--- config.mk ---
export PLATFORM = sky130hd
export DESIGN_NAME = ctrl_relogio
export DESIGN_NICKNAME = d
export VERILOG_FILES = /design/src/rtl/ctrl_relogio.sv
export SDC_FILE = /design/constraint.sdc
export NUM_CORES = 1
export LEC_CHECK = 0
export ABC_AREA = 1
export ABC_CLOCK_PERIOD_IN_PS = 1800
export CAP_MARGIN = 20
export CORE_ASPECT_RATIO = 1.5
export CORE_MARGIN = 3
export CORE_UTILIZATION = 60
export DETAILED_ROUTE_END_ITERATION = 7
export PLACE_DENSITY = 0.77
export SYNTH_ARGS = -nofsm -noshare
export SYNTH_HDL_FRONTEND = slang
export SYNTH_SLANG_ARGS = --single-unit
--- constraint.sdc ---
create_clock -name ctrl_clock -period 1.8 [get_ports ctrl_clock]
set_input_delay 0.18 -clock ctrl_clock [delete_from_list [all_inputs] [get_ports ctrl_clock]]
set_output_delay 0.18 -clock ctrl_clock [all_outputs]
set_load 0.05 [all_outputs]
--- src/rtl/ctrl_relogio.sv ---
// Central sequencer for the HH:MM:SS clock: advance-tick prescaler, button edge
// detection, RUN / SET_HOUR / SET_MIN mode FSM and display blink phase.
module ctrl_relogio #(
    parameter int DIV       = 50000000,
    parameter int BLINK_DIV = 12500000
) (
    input  logic       ctrl_clock,
    input  logic       ctrl_reset,
    input  logic       ctrl_btn_modo,
    input  logic       ctrl_btn_inc,
    input  logic       ctrl_fim_seg,
    input  logic       ctrl_fim_min,
    output logic       ctrl_en_seg,
    output logic       ctrl_zera_seg,
    output logic       ctrl_inc_min,
    output logic       ctrl_inc_hora,
    output logic       ctrl_pisca_hora,
    output logic       ctrl_pisca_min,
    output logic [1:0] ctrl_estado
);

    localparam int PW = (DIV > 1) ? $clog2(DIV) : 1;
    localparam int BW = (BLINK_DIV > 1) ? $clog2(BLINK_DIV) : 1;
    localparam logic [PW-1:0] DIV_LAST   = PW'(DIV - 1);
    localparam logic [BW-1:0] BLINK_LAST = BW'(BLINK_DIV - 1);

    typedef enum logic [1:0] {
        RUN      = 2'b00,
        SET_HOUR = 2'b01,
        SET_MIN  = 2'b10,
        INVALID  = 2'b11
    } estado_t;

    estado_t       estado, estado_nxt;
    logic [1:0]    modo_sync, inc_sync;
    logic          modo_hist, inc_hist;
    logic          modo_edge, inc_edge;
    logic [PW-1:0] presc;
    logic          tick, clr_presc;
    logic [BW-1:0] blink_cnt;
    logic          blink_fase;
    logic          en_seg_d, zera_seg_d, inc_min_d, inc_hora_d;

    // Synchronizer and history reset high, so a button held through reset
    // looks already pressed and must be released before it counts again.
    always_ff @(posedge ctrl_clock) begin
        if (ctrl_reset) begin
            modo_sync <= 2'b11;
            inc_sync  <= 2'b11;
            modo_hist <= 1'b1;
            inc_hist  <= 1'b1;
            modo_edge <= 1'b0;
            inc_edge  <= 1'b0;
        end else begin
            // NOTE: non-blocking assignments so each flop samples pre-edge values.
            modo_sync <= {modo_sync[0], ctrl_btn_modo};
            inc_sync  <= {inc_sync[0], ctrl_btn_inc};
            modo_hist <= modo_sync[1];
            inc_hist  <= inc_sync[1];
            modo_edge <= modo_sync[1] & ~modo_hist;
            inc_edge  <= inc_sync[1] & ~inc_hist;
        end
    end

    assign tick = (presc == DIV_LAST);

    always_ff @(posedge ctrl_clock) begin
        if (ctrl_reset || clr_presc || tick) presc <= '0;
        else                                 presc <= presc + PW'(1);
    end

    always_ff @(posedge ctrl_clock) begin
        if (ctrl_reset) estado <= RUN;
        else            estado <= estado_nxt;
    end

    always_comb begin
        // NOTE: every output gets a default first, so no path infers a latch.
        estado_nxt = estado;
        en_seg_d   = 1'b0;
        zera_seg_d = 1'b0;
        inc_min_d  = 1'b0;
        inc_hora_d = 1'b0;
        clr_presc  = 1'b0;
        case (estado)
            RUN: begin
                en_seg_d   = tick;
                inc_min_d  = tick & ctrl_fim_seg;
                inc_hora_d = tick & ctrl_fim_seg & ctrl_fim_min;
                if (modo_edge) estado_nxt = SET_HOUR;
            end
            SET_HOUR: begin
                if (modo_edge) estado_nxt = SET_MIN;
                else           inc_hora_d = inc_edge;
            end
            SET_MIN: begin
                // Leaving setup restarts the second from zero.
                if (modo_edge) begin
                    estado_nxt = RUN;
                    zera_seg_d = 1'b1;
                    clr_presc  = 1'b1;
                end else begin
                    inc_min_d = inc_edge;
                end
            end
            default: estado_nxt = RUN;
        endcase
    end

    always_ff @(posedge ctrl_clock) begin
        if (ctrl_reset) begin
            ctrl_en_seg   <= 1'b0;
            ctrl_zera_seg <= 1'b0;
            ctrl_inc_min  <= 1'b0;
            ctrl_inc_hora <= 1'b0;
        end else begin
            ctrl_en_seg   <= en_seg_d;
            ctrl_zera_seg <= zera_seg_d;
            ctrl_inc_min  <= inc_min_d;
            ctrl_inc_hora <= inc_hora_d;
        end
    end

    // Blink restarts from phase 0 whenever the mode changes.
    always_ff @(posedge ctrl_clock) begin
        if (ctrl_reset || (estado_nxt != estado)) begin
            blink_cnt  <= '0;
            blink_fase <= 1'b0;
        end else if (blink_cnt == BLINK_LAST) begin
            blink_cnt  <= '0;
            blink_fase <= ~blink_fase;
        end else begin
            blink_cnt <= blink_cnt + BW'(1);
        end
    end

    assign ctrl_pisca_hora = (estado == SET_HOUR) & blink_fase;
    assign ctrl_pisca_min  = (estado == SET_MIN) & blink_fase;
    assign ctrl_estado     = estado;

endmodule

==> impl_results.md <==
* Total track usage at 25.0%
* Most frequent cells in the layout: nand2_1 (127), nor2_1 (105), dfxtp_1 (65)
* Hpwl dp at 5.28 mm
* Post-CTS resize count at 0
* Total power at around 2.8 mW
* Hold Fails Final Rpt at 0
* CTS tree: built
* Inserted Clock Buffers at 9
* WP depth at 1
* Setup Crit Path Kind: reg2out
* Aggregate negative setup slack at 0 ps
* Leak at 1.18 nW
* Worst-path cell chain: clkdlybuf4s50_1
* Port buffer count at 13
* Congestion Overflow GR at 0
* Total number of vias at 2,913
* CTS H-tree depth at 3
* Buf/Inv on CP at 1
* RR Startpoint: presc[0]$_SDFF_PP0_
* Slew of the pin with the lowest slew margin at 500 ps
* Root Driver: clkbuf_8
* Mapped Nets at roughly 480
* Num ports at 14
* Final Cycle Share at 97.3%
* Worst setup margin at 48.3 ps
* Syn_area_per_cell at 6.83 sq um
* Worst reg2reg endpoint: presc[19]$_SDFF_PP0_
* ANT nets after route at 0
* CP Capture Type: primary output
* Initial drt markers at just under 200
* Hold Crit Class: reg2reg
* First-pass GRT wire length at 11.8 mm
* Die area at 6270 sq um
* TritonRoute pass-1 iters at 4
* Power Dens Cells at 781 nW/um^2
* Layout area overhead at 12.7%
* Row cnt at 31
* GPL Wtd Cong at 0.894
* Max Slew Vio Count at 0
* CTS clk-pin slew, worst paths at 80 ps
* Final #Nets at 501
* Largest net degree at the start of global routing at 27
* Fin util at 72.1%
* Netlist cell types at 27
* Sink Count at 65
* Layout cell share with drive strength beyond 1 at 9.84%
* R2R cell count at 8
* Place WS at approximately 190 ps
* Core Footprint at about 5000 sq um
* Relative slew margins at 66.5%
* Post-CTS Setup Inserts at 0
* Run status: finished clean
* Highest Clock Rate at 571 MHz
* Area post-placement at 3410 sq um
* CP Launch Type: flop
* CTS Buffer Depth at 2
* Drt total wl at between 7 and 8 mm
* Sequential share of the synthesized area at about two fifths
* WL per Instance at 12.4 um
* Clk Latency, worst-skew pair at ~350 ps
* Initial core utilization at a little under two thirds
* Number of antenna violations at the first check in global routing at 0
* Critical Path AT at 1570 ps
* Setup crit end: ctrl_estado[1]
* Mapped Cells at 469
* Vias in the first global route at 2,792
* Unrepaired setup endpoints after global routing: false
* Filler cells at 431
* Die width at 65.6 um
* Critical path startpoint: ctrl_estado[1]$_SDFF_PP0_
* Cell area after synthesis at 3200 sq um
* Vias per inst at 5.16
* Hold_sp: inc_hist$_SDFF_PP1_
* Hold buffer count at cts at 0
* Max cap viols at 0
* Fin crit period at around 1800 ps
* Synth Warn # at 0
* Top Family by Delay on Critical Path: buffers and inverters
* Delay of the slowest critical-path stage at 830 ps
* FF+latch count, synth at 65
* Worst IR drop on VDD at 0.620 mV
* DRC at 0
* Inserted Diodes at 0
* CP max FO at 4
* Final Skew at 11.0 ps
* Die H at 95.5 um
* CP max-delay cell: clkdlybuf4s50_1
* Final instance area at 3610 sq um
* Setup violators final at 0
* Commonest non-fill, non-tap cell in the layout: nand2_1
* Register-to-register setup slack at 190 ps
* Required time at the worst-slack endpoint at 1620 ps
[cells by family (layout without fill, tap and decap cells)]
group           count (synthesis)  after routing  share of synthesized area [%]
compound gates                 34             34                           5.71
fa+ha+maj                       2              2                          0.781
simple gates                  298            298                           40.8
xor+xnor                       19             19                           5.20
buf+inv                        51             80                           6.92
flops                          65             65                           40.6
[how the worst min path moves through the flow]
stage                                   end  cells after the start
floorplan            inc_sync[0]$_SDFF_PP1_                      1
global placement        inc_edge$_SDFF_PP0_                      1
detailed placement      inc_edge$_SDFF_PP0_                      1
CTS                 modo_sync[0]$_SDFF_PP1_                      2
global route            inc_edge$_SDFF_PP0_                      1
finish                  inc_edge$_SDFF_PP0_                      1
[state kept, by name, summed over array words and instances, names as in the netlist, 2 cells and up]
name and flops:
inc_sync 2, blink_cnt 24, modo_sync 2, presc 26
ctrl_estado 2
[per-layer routing]
metal | track usage (%) | up-vias | routed length (um)
li1 | - | 1523 | -
met1 | 24.4 | 1290 | 2630
met2 | 44.9 | 67 | 3700
met3 | 5.66 | 33 | 246
met4 | 18.5 | 0 | 429
met5 | 0 | - | 0
[layout make-up]
cell class,instances,area (sq um),share of cell area [%]
Inverter,46,173,4.78
Timing Repair Buffer,18,160,4.44
Sequential cell,65,1300,36.0
Clock inverter,6,66.3,1.84
Multi-Input combinational cell,353,1690,46.8
Tap cell,66,82.6,2.29
Clock buffer,10,138,3.81
[cell usage after synthesis (all sizes together)]
| cell type | count | area share, % |
|---|---|---|
| dfxtp | 65 | 41 |
| nand2 | 132 | 16 |
| inv | 46 | 5.4 |
| buf | 4 | 1.4 |
| xnor2 | 9 | 2.5 |
| nand3b | 10 | 2.3 |
| clkbuf | 1 | 0.12 |
| nand3 | 21 | 3.8 |
| nor2 | 114 | 15 |
| o211ai | 2 | 0.47 |
| nand4 | 9 | 1.8 |
| o21ai | 6 | 1.1 |
| nor3 | 7 | 1.1 |
| a21oi | 26 | 4.2 |
| nor3b | 1 | 0.23 |
| ha | 2 | 0.78 |
| xor2 | 10 | 2.7 |
| or2 | 4 | 0.78 |
[stage by stage]
step / std cells / hold WS, ps
floorplan: 469 / 284
CTS: 564 / 379
global placement: 548 / 376
detailed placement: 548 / 378
finish: 564 / 385
global route: 564 / 405
[where the power goes]
part | internal, mW | switching (mW)
registers | 1.46 | 0.0133
clock network | 0.682 | 0.584
logic | 0.0326 | 0.0517
No activity file was read; power rests on OpenSTA's default activity.
